File: config.mk
export PLATFORM = sky130hd
export DESIGN_NAME = vga_sync_monitor
export DESIGN_NICKNAME = d
export VERILOG_FILES = /design/src/rtl/vga_sync_monitor.sv
export SDC_FILE = /design/constraint.sdc
export NUM_CORES = 1
export LEC_CHECK = 0
export CORE_ASPECT_RATIO = 1.1
export CORE_MARGIN = 2
export CORE_UTILIZATION = 45
export DETAILED_ROUTE_END_ITERATION = 6
export GPL_TIMING_DRIVEN = 0
export HOLD_SLACK_MARGIN = 0.06
export MAX_ROUTING_LAYER = met4
export PLACE_DENSITY = 0.7
export SYNTH_ARGS = -nofsm -noshare
export SYNTH_HDL_FRONTEND = slang
export SYNTH_SLANG_ARGS = --single-unit
File: constraint.sdc
create_clock -name CLK -period 5.1 [get_ports CLK]
set_input_delay 1.275 -clock CLK [delete_from_list [all_inputs] [get_ports CLK]]
set_output_delay 1.275 -clock CLK [all_outputs]
set_load 0.01 [all_outputs]
File: src/rtl/vga_sync_monitor.sv
// vga_sync_monitor: receive-side VGA timing monitor. Samples HS/VS/COLOUR on
// PIX_EN, recovers line/frame timing, locks to the frame, emits active-region
// pixels with coordinates and flags line/frame length errors.
// Optional build macro: VGA_MON_CHECKSUM_EN adds a per-frame colour checksum
// on FRAME_SUM; without it FRAME_SUM is tied to zero.
module vga_sync_monitor #(
    parameter int unsigned H_ACTIVE = 640,
    parameter int unsigned H_FP     = 16,
    parameter int unsigned H_SYNC   = 96,
    parameter int unsigned H_BP     = 48,
    parameter int unsigned V_ACTIVE = 480,
    parameter int unsigned V_FP     = 10,
    parameter int unsigned V_SYNC   = 2,
    parameter int unsigned V_BP     = 33,
    parameter bit          SYNC_POL = 1'b0
) (
    input  logic        CLK,
    input  logic        RESET,
    input  logic        PIX_EN,
    input  logic        VGA_HS,
    input  logic        VGA_VS,
    input  logic [7:0]  VGA_COLOUR,
    output logic [9:0]  PIX_X,
    output logic [9:0]  PIX_Y,
    output logic [7:0]  PIX_DATA,
    output logic        PIX_VALID,
    output logic        FRAME_DONE,
    output logic        LOCKED,
    output logic        H_ERR,
    output logic        V_ERR,
    output logic [7:0]  ERR_COUNT,
    output logic [15:0] FRAME_SUM
);

    localparam int unsigned H_TOTAL = H_ACTIVE + H_FP + H_SYNC + H_BP;
    localparam int unsigned V_TOTAL = V_ACTIVE + V_FP + V_SYNC + V_BP;
    localparam logic [9:0]  H_LAST  = 10'(H_TOTAL - 1);
    localparam logic [9:0]  V_LAST  = 10'(V_TOTAL - 1);
    localparam logic [9:0]  H_START = 10'(H_SYNC + H_BP);
    localparam logic [9:0]  H_END   = 10'(H_SYNC + H_BP + H_ACTIVE);
    localparam logic [9:0]  V_START = 10'(V_SYNC + V_BP);
    localparam logic [9:0]  V_END   = 10'(V_SYNC + V_BP + V_ACTIVE);
    localparam logic [9:0]  X_LAST  = 10'(H_ACTIVE - 1);
    localparam logic [9:0]  Y_LAST  = 10'(V_ACTIVE - 1);

    typedef enum logic [1:0] {
        SEARCH = 2'd0,
        ACQ    = 2'd1,
        LOCK   = 2'd2
    } state_t;

    state_t     state, state_nxt;
    logic       hs_now, vs_now, hs_prev, vs_prev, hs_edge, vs_edge;
    logic [9:0] hcnt, vcnt, hcnt_nxt, vcnt_nxt;
    logic [9:0] x_cur, y_cur;
    logic       h_err, v_err, herr_seen, herr_seen_nxt;
    logic       active, pix_ok;

    // Sync levels normalised so that 1 always means "asserted".
    assign hs_now  = VGA_HS ~^ SYNC_POL;
    assign vs_now  = VGA_VS ~^ SYNC_POL;
    assign hs_edge = hs_now & ~hs_prev;
    assign vs_edge = vs_now & ~vs_prev;

    assign x_cur  = hcnt_nxt - H_START;
    assign y_cur  = vcnt_nxt - V_START;
    assign active = (hcnt_nxt >= H_START) && (hcnt_nxt < H_END) &&
                    (vcnt_nxt >= V_START) && (vcnt_nxt < V_END);
    // The error that drops lock also suppresses its own pixel.
    assign pix_ok = PIX_EN && active && (state == LOCK) && !h_err && !v_err;
    assign LOCKED = (state == LOCK);

    // Counter advance, error detection and lock state machine for this sample.
    always_comb begin
        hcnt_nxt      = hcnt;
        vcnt_nxt      = vcnt;
        h_err         = 1'b0;
        v_err         = 1'b0;
        state_nxt     = state;
        herr_seen_nxt = herr_seen;
        if (PIX_EN) begin
            if (hs_edge) begin
                hcnt_nxt = '0;
                if (state != SEARCH && hcnt != H_LAST) h_err = 1'b1;
            end else if (hcnt == H_LAST) begin
                hcnt_nxt = '0;
                h_err    = 1'b1;
            end else begin
                hcnt_nxt = hcnt + 10'd1;
            end

            if (vs_edge) begin
                vcnt_nxt = '0;
                if (state == LOCK && vcnt != V_LAST) v_err = 1'b1;
            end else if (hs_edge) begin
                if (vcnt == V_LAST) begin
                    vcnt_nxt = '0;
                    v_err    = 1'b1;
                end else begin
                    vcnt_nxt = vcnt + 10'd1;
                end
            end

            herr_seen_nxt = herr_seen | h_err;
            case (state)
                SEARCH: begin
                    if (vs_edge) begin
                        state_nxt     = ACQ;
                        herr_seen_nxt = 1'b0;
                    end
                end
                ACQ: begin
                    // Each vs_edge closes one measured frame and opens the next.
                    if (vs_edge) begin
                        if (!herr_seen && !h_err && vcnt == V_LAST) state_nxt = LOCK;
                        herr_seen_nxt = 1'b0;
                    end else if (v_err) begin
                        state_nxt = SEARCH;
                    end
                end
                LOCK: begin
                    if (h_err || v_err) state_nxt = SEARCH;
                end
                default: state_nxt = SEARCH;
            endcase
        end
    end

    // Timing state: lock FSM, counters and previous sync samples.
    always_ff @(posedge CLK or posedge RESET) begin
        if (RESET) begin
            state     <= SEARCH;
            hcnt      <= '0;
            vcnt      <= '0;
            herr_seen <= 1'b0;
            hs_prev   <= 1'b0;
            vs_prev   <= 1'b0;
        end else begin
            state     <= state_nxt;
            hcnt      <= hcnt_nxt;
            vcnt      <= vcnt_nxt;
            herr_seen <= herr_seen_nxt;
            if (PIX_EN) begin
                hs_prev <= hs_now;
                vs_prev <= vs_now;
            end
        end
    end

    // Registered pixel, pulse and error-count outputs.
    always_ff @(posedge CLK or posedge RESET) begin
        if (RESET) begin
            PIX_X      <= '0;
            PIX_Y      <= '0;
            PIX_DATA   <= '0;
            PIX_VALID  <= 1'b0;
            FRAME_DONE <= 1'b0;
            H_ERR      <= 1'b0;
            V_ERR      <= 1'b0;
            ERR_COUNT  <= '0;
        end else begin
            PIX_VALID  <= pix_ok;
            FRAME_DONE <= pix_ok && (x_cur == X_LAST) && (y_cur == Y_LAST);
            H_ERR      <= h_err;
            V_ERR      <= v_err;
            if (pix_ok) begin
                PIX_X    <= x_cur;
                PIX_Y    <= y_cur;
                PIX_DATA <= VGA_COLOUR;
            end
            if ((h_err || v_err) && ERR_COUNT != 8'hFF) ERR_COUNT <= ERR_COUNT + 8'd1;
        end
    end

`ifdef VGA_MON_CHECKSUM_EN
    logic [15:0] acc;

    // Per-frame colour sum; FRAME_SUM captures it including the final pixel.
    always_ff @(posedge CLK or posedge RESET) begin
        if (RESET) begin
            acc       <= '0;
            FRAME_SUM <= '0;
        end else begin
            if (PIX_EN && vs_edge) acc <= '0;
            else if (PIX_VALID)    acc <= acc + {8'h00, PIX_DATA};
            if (FRAME_DONE) FRAME_SUM <= acc + {8'h00, PIX_DATA};
        end
    end
`else
    assign FRAME_SUM = '0;
`endif

endmodule

==> flow_metrics.tcl, run 1 <==
set metrics [dict create \
    crit_chain "clkdlybuf4s50_1, clkbuf_2, clkbuf_2, nand3_1, xor2_1, or2_2, ha_1, a22o_1, a211oi_1, a21oi_1, nor2_1, o2111ai_1, nand3b_1, buf_6, mux2_2" \
    ir_drop_mv 0.258 \
    dpl_cell_area_mm2 0.00447 \
    grt_pass1_wl_mm 13.4 \
    place_inst 540 \
    syn_to_final_growth_pct 26.7 \
    grt_max_degree 41 \
    crit_slowest_cell "clkdlybuf4s50_1" \
    final_layout_size_suffix_gt1_share_pct 19.4 \
    drt-pass1-iter-count 4 \
    design.portCount 70 \
    synth.most_common_cell "dfrtp_1" \
    cp-end-kind "flop" \
    cts_num_sinks 65 \
    clk_path_buf_depth 2 \
    worstSetupStartpointType "input pin" \
    dp_slack_ns -0.327 \
    clock-skew-final_ns 0.00755 \
    syn_inst 363 \
    gp_congestion 0.897 \
    fp.dieW_um 90.8 \
    grt_pass1_vias 2824 \
    rsz0062_at_grt "no" \
    cp_max_fo 10 \
    hold_buffers 0 \
    slew_headroom_pct 55.9 \
    cap_violations 0 \
    setup_ws_ns 0.167 \
    critPathLaunch "PIX_EN" \
    cts_buffers 9 \
    die_h_um 99.5 \
    port_buffers 53 \
    diodes 0 \
    vias 2841 \
    layoutNonFillerInstCount 556 \
    first_iter_violations 122 \
    fin_area_mm2 0.00472 \
    hold_class "flop to flop" \
    min_period_over_period_pct 96.7 \
    synthTopCellsByCount "65 x dfrtp_1, 31 x nor2_1, 27 x nand2_1" \
    antenna_found_initial 0 \
    status "complete, no violations" \
    finalSetupViolCount 0 \
    crit_end "PIX_Y[9]" \
    reg2reg_depth 16 \
    finalHoldViolCount 0 \
    synth-main-ff-cell "dfrtp_1" \
    cp_common_cell "clkbuf_2" \
    ant_nets 0 \
    via_per_inst 5.11 \
    initial_core_util_pct 46.6 \
    yosysSeqAreaShare_pct 43.6 \
    overflow 0 \
    yosys.area.top_type_share_pct 43.6 \
    r2r_end "PIX_Y[9]" \
    path_clk_slew_ns 0.07 \
    cp.arrival_ns 5.16 \
    max_freq_mhz 203 \
    worstSetupPathType "input pin to flop" \
    ys_ff_latch 65 \
    clk_latency_ns 0.34 \
    cellLeakagePower_nw 2.25 \
    drc 0 \
    post-cts-setup-buffer-count 0 \
    period_minus_slack_ns 4.93 \
    ys_types 62 \
    fin_util_pct 59.1 \
    grt_use_total_pct 18.9 \
    die_area_mm2 0.00903 \
    num_rows 34 \
    power.density_mw_per_mm2 318 \
    syn_avg_cell_area_um2 10.3 \
    syn_area_mm2 0.00373 \
    wl_per_cell_um 14.1 \
    drv_slew 0 \
    design.core.area_mm2 0.00800 \
    finalPower_mw 1.50 \
    synth_edf_count 0 \
    finish.net_count 465 \
    critPathMaxStageDelay_ns 0.64 \
    required_ns 5.33 \
    synthArstFlopShare_pct 100 \
    synth_top_cell_by_area "dfrtp_1" \
    cts_tree "yes" \
    ys_warn_count 0 \
    htree_levels 3 \
    synth_area_leaders "dfrtp_1 44%, mux2_2 7.8%, xnor2_1 3.5%, buf_4 3.2%, nor2_1 3.1%" \
    worst_pin_slew_ns 0.661 \
    wirelength_mm 7.82 \
    cts_root_buf "clkbuf_8" \
    r2r-start "hcnt[0]" \
    dp_hpwl_mm 5.72 \
    r2r_slack_ns 0.89 \
]
## per-stage QoR
step                hold slack (ns)  setup TNS [ns]
global route                  0.515               0
detailed placement            0.494           -8.63
finish                        0.496               0
CTS                           0.508               0
floorplan                     0.495               0
global placement              0.486           -6.59
## state kept, by name, indices dropped and copies added (netlist names)
register,flops
PIX_X,10
PIX_Y,10
hcnt,10
vcnt,10
ERR_COUNT,8
PIX_DATA,8
state,2
FRAME_DONE,1
H_ERR,1
PIX_VALID,1
V_ERR,1
herr_seen,1
hs_prev,1
vs_prev,1
## worst min-delay path by stage
stage | startpoint | end | slack [ns] | cells past startpoint
3_5_place_dp | PIX_Y[7] | PIX_Y[7] | 0.49 | 1
5_1_grt | ERR_COUNT[6] | ERR_COUNT[6] | 0.52 | 1
3_3_place_gp | PIX_DATA[6] | PIX_DATA[6] | 0.49 | 1
4_1_cts | ERR_COUNT[6] | ERR_COUNT[6] | 0.51 | 1
2_1_floorplan | herr_seen | herr_seen | 0.50 | 2
6_report | ERR_COUNT[6] | ERR_COUNT[6] | 0.50 | 1
## cell usage in the layout (no fill, tap or decap), drive strengths merged, types with 3 or more instances in the layout
| master | count |
|---|---|
| dfrtp | 65 |
| clkdlybuf4s50 | 53 |
| nor2 | 34 |
| nand2 | 27 |
| mux2 | 26 |
| buf | 24 |
| inv | 18 |
| conb | 16 |
| xnor2 | 16 |
| clkbuf | 16 |
| a21oi | 11 |
| xor2 | 11 |
| o21ai | 10 |
| mux2i | 9 |
| ha | 9 |
| nand4 | 8 |
| and3 | 8 |
| nand3 | 7 |
| and2 | 6 |
| and4 | 5 |
| nor3 | 5 |
| or3 | 5 |
| or3b | 4 |
| nor3b | 4 |
| nor2b | 3 |
| nand2b | 3 |
| o211ai | 3 |
| a21o | 3 |
| bufinv | 3 |
## area by class of cell
type / count / area [µm²]
Buffer: 30 / 215
Fill cell: 727 / 3270
Tap cell: 108 / 135
Inverter: 18 / 67.6
Timing Repair Buffer: 54 / 551
Multi-Input combinational cell: 265 / 1890
Sequential cell: 65 / 1630
Clock inverter: 7 / 119
Clock buffer: 9 / 124
## timing repair
action,CTS,global route
pin swaps,0,0
gates resized for setup,1,5
endpoints found under the setup margin,20,24
hold endpoints to repair,0,0
gates cloned,0,0
## layer usage
metal  part of all wire [%]  global-route usage (%)
met1                     46                    24.2
met2                     47                    29.9
met3                    4.4                    4.39
met4                    2.5                    6.41
met5                      0                       -
## power by group
part           internal (mW)  total (mW)  switching [mW]
registers              0.567       0.633          0.0657
logic                  0.160       0.332           0.172
clock network          0.324       0.536           0.211
total                   1.05        1.50           0.449
## cell families (layout without fill, tap and decap cells)
| group | Yosys count | in the layout | share of synthesized area [%] |
|---|---|---|---|
| and+or+nand+nor | 127 | 127 | 18.7 |
| DFF | 65 | 65 | 43.6 |
| AOI/OAI and AO/OA | 51 | 51 | 10.3 |
| buffers and inverters | 48 | 118 | 7.51 |
| muxes | 35 | 35 | 10.3 |
| xor gates and xnor gates | 27 | 27 | 6.54 |
| adders and majority gates | 9 | 9 | 3.02 |
| other | 1 | 16 | 0.101 |
## worst max-delay path, delay by kind of cell
family / cells / cell delay, ns
buf+inv: 4 / 1.38
mux: 1 / 0.27
compound gates: 4 / 0.93
simple gates: 4 / 0.88
fa+ha+maj: 1 / 0.24
xor+xnor: 1 / 0.18
(Power assumes the default switching activity.)
==> inputs of run 2 (changes only) <==
--- a/constraint.sdc
+++ b/constraint.sdc
@@ -3,2 +3,2 @@
 set_output_delay 1.275 -clock CLK [all_outputs]
-set_load 0.01 [all_outputs]
+set_load 0.005 [all_outputs]
==> results of run 2 <==
The final DEF is identical to that of run 1. Status: complete, no violations.
Among the figures that moved: total power 1.50 mW -> 1.49 mW
==> inputs of run 3 (changes only) <==
CORE_UTILIZATION = 53   (was 45)
PLACE_DENSITY = 0.81   (was 0.7)
SLEW_MARGIN = 20   (was not set)
==> run 3 against run 2 <==
  * Register-to-register slack lost 0.03 ns
  * Clock-buffer cell count grew 2
  * Setup slack gained 0.075 ns
  * Global-route usage grew 3.6 points
  * Sequential power is essentially flat
  * Final area shrank 0.74%
  * Total power shrank 1.1%
  * Die area shrank 14%
==> flow_metrics.tcl, run 3 (synthesis gave the netlist of run 1 again) <==
set metrics [dict create \
    power.density_mw_per_mm2 314 \
    drv_slew 0 \
    path_clk_slew_ns 0.07 \
    wl_per_cell_um 15.0 \
    clock-skew-final_ns 0.0113 \
    ant_nets 0 \
    cp-end-kind "flop" \
    cellLeakagePower_nw 2.26 \
    die_area_mm2 0.00773 \
    p_int_mw 1.03 \
    dp_slack_ns -0.325 \
    drc 0 \
    via_per_inst 5.44 \
    drt-pass1-iter-count 4 \
    final_layout_size_suffix_gt1_share_pct 19.2 \
    diodes 0 \
    clockPowerShare_pct 35.1 \
    status "complete, no violations" \
    setup_ws_ns 0.242 \
    final-seq-area_mm2 0.00163 \
    dp_hpwl_mm 5.94 \
    finalSetupViolCount 0 \
    finish.net_count 465 \
    hold_class "flop to flop" \
    final_common_cell "dfrtp_1" \
    cts_tree "yes" \
    setup-tns-final_ns 0 \
    clk_path_buf_depth 2 \
    worst_pin_slew_ns 0.674 \
    final_cell_mix "65 x dfrtp_1, 53 x clkdlybuf4s50_1, 31 x nor2_1" \
    switchingPower_mw 0.441 \
    cap_violations 0 \
    vias 2899 \
    combPwrFrac_pct 22.0 \
    layoutNonFillerInstCount 533 \
    max_freq_mhz 206 \
    port_buffers 53 \
    worstSetupPathType "input pin to flop" \
    design.core.area_mm2 0.00693 \
    finalPower_mw 1.47 \
    cp_max_fo 10 \
    syn_to_final_growth_pct 25.7 \
    period_minus_slack_ns 4.86 \
    first_iter_violations 154 \
    fp.dieW_um 84.0 \
    swShare_pct 29.9 \
    cts_num_sinks 65 \
    grt_use_total_pct 22.5 \
    cts_root_buf "clkbuf_8" \
    die_h_um 92.0 \
    rsz0062_at_grt "no" \
    hold_buffers 0 \
    overflow 0 \
    worstSetupStartpointType "input pin" \
    cts_buffers 9 \
    num_rows 32 \
    htree_levels 3 \
    design.portCount 70 \
    p_seq_share_pct 42.9 \
    grt_max_degree 40 \
    antenna_found_initial 0 \
    slew_headroom_pct 55.0 \
    wirelength_mm 7.99 \
    min_period_over_period_pct 95.3 \
    cp.arrival_ns 5.08 \
    required_ns 5.33 \
    place_inst 517 \
    grt_pass1_vias 2946 \
    fillers 527 \
    finalHoldViolCount 0 \
    initial_core_util_pct 53.8 \
    gp_congestion 0.873 \
    ir_drop_mv 0.211 \
    grt_pass1_wl_mm 13.4 \
    multi_input_area_mm2 0.00188 \
    clk_latency_ns 0.35 \
]
[run 3: cell type report]
class / instances / area share (%)
flip-flops and latches: 65 / 34.7
inverters: 18 / 1.49
clock inverters: 5 / 1.81
plain buffers: 30 / 4.59
repair buffers: 54 / 11.7
multi-input cells: 265 / 40.2
clock buffers: 11 / 3.23
well taps: 85 / 2.27
[run 3: worst max-delay path, stage by stage]
cell	delay [ns]
clkdlybuf4s50_1	0.63
clkbuf_2	0.27
clkbuf_2	0.26
nand3_1	0.12
xor2_1	0.17
or2_2	0.34
ha_1	0.23
a22o_1	0.21
a211oi_1	0.43
a21oi_1	0.10
nor2_1	0.10
o2111ai_1	0.16
nand3b_1	0.29
buf_6	0.21
mux2_2	0.28
[run 3: timing repair]
item / CTS / global route
resized for setup: 1 / 3
setup endpoints to repair: 1 / 24
buffers inserted: 0 / 0
[run 3: routing by layer]
metal	routed length [µm]	global-route usage [%]	vias to the layer above
met5	0	-	-
met4	253	10.3	0
met3	391	4.59	22
met2	4000	37.1	90
met1	3350	26.6	1393
li1	-	-	1394
[run 3: final timing paths]
kind	endpoint	slack, ns	startpoint	depth (start not counted)
max	PIX_X[6]	0.24	PIX_EN	15
min	ERR_COUNT[7]	0.50	ERR_COUNT[7]	1
max reg2reg	PIX_DATA[0]	0.86	vcnt[0]	14
min reg2reg	ERR_COUNT[7]	0.50	ERR_COUNT[7]	1
max in group asynchronous	PIX_X[6]	3.31	RESET	3
min in group asynchronous	ERR_COUNT[1]	1.26	RESET	2
[run 3: power by group through the flow]
stage / sequential (mW) / clock (mW) / combinational [mW]
after global routing: 0.643 / 0.548 / 0.360
after floorplan: 0.628 / 0 / 0.210
after CTS: 0.630 / 0.523 / 0.324
after global placement: 0.637 / 0 / 0.307
final: 0.632 / 0.517 / 0.323
after detailed placement: 0.639 / 0 / 0.321
[run 3: metrics by stage]
step                utilization, %  area (µm²)  hold WS [ns]
finish                        67.7        4690         0.504
global route                  67.7        4690         0.514
CTS                           67.6        4680         0.506
detailed placement            64.2        4450         0.491
global placement              63.9        4420         0.487
floorplan                        -        3790         0.484
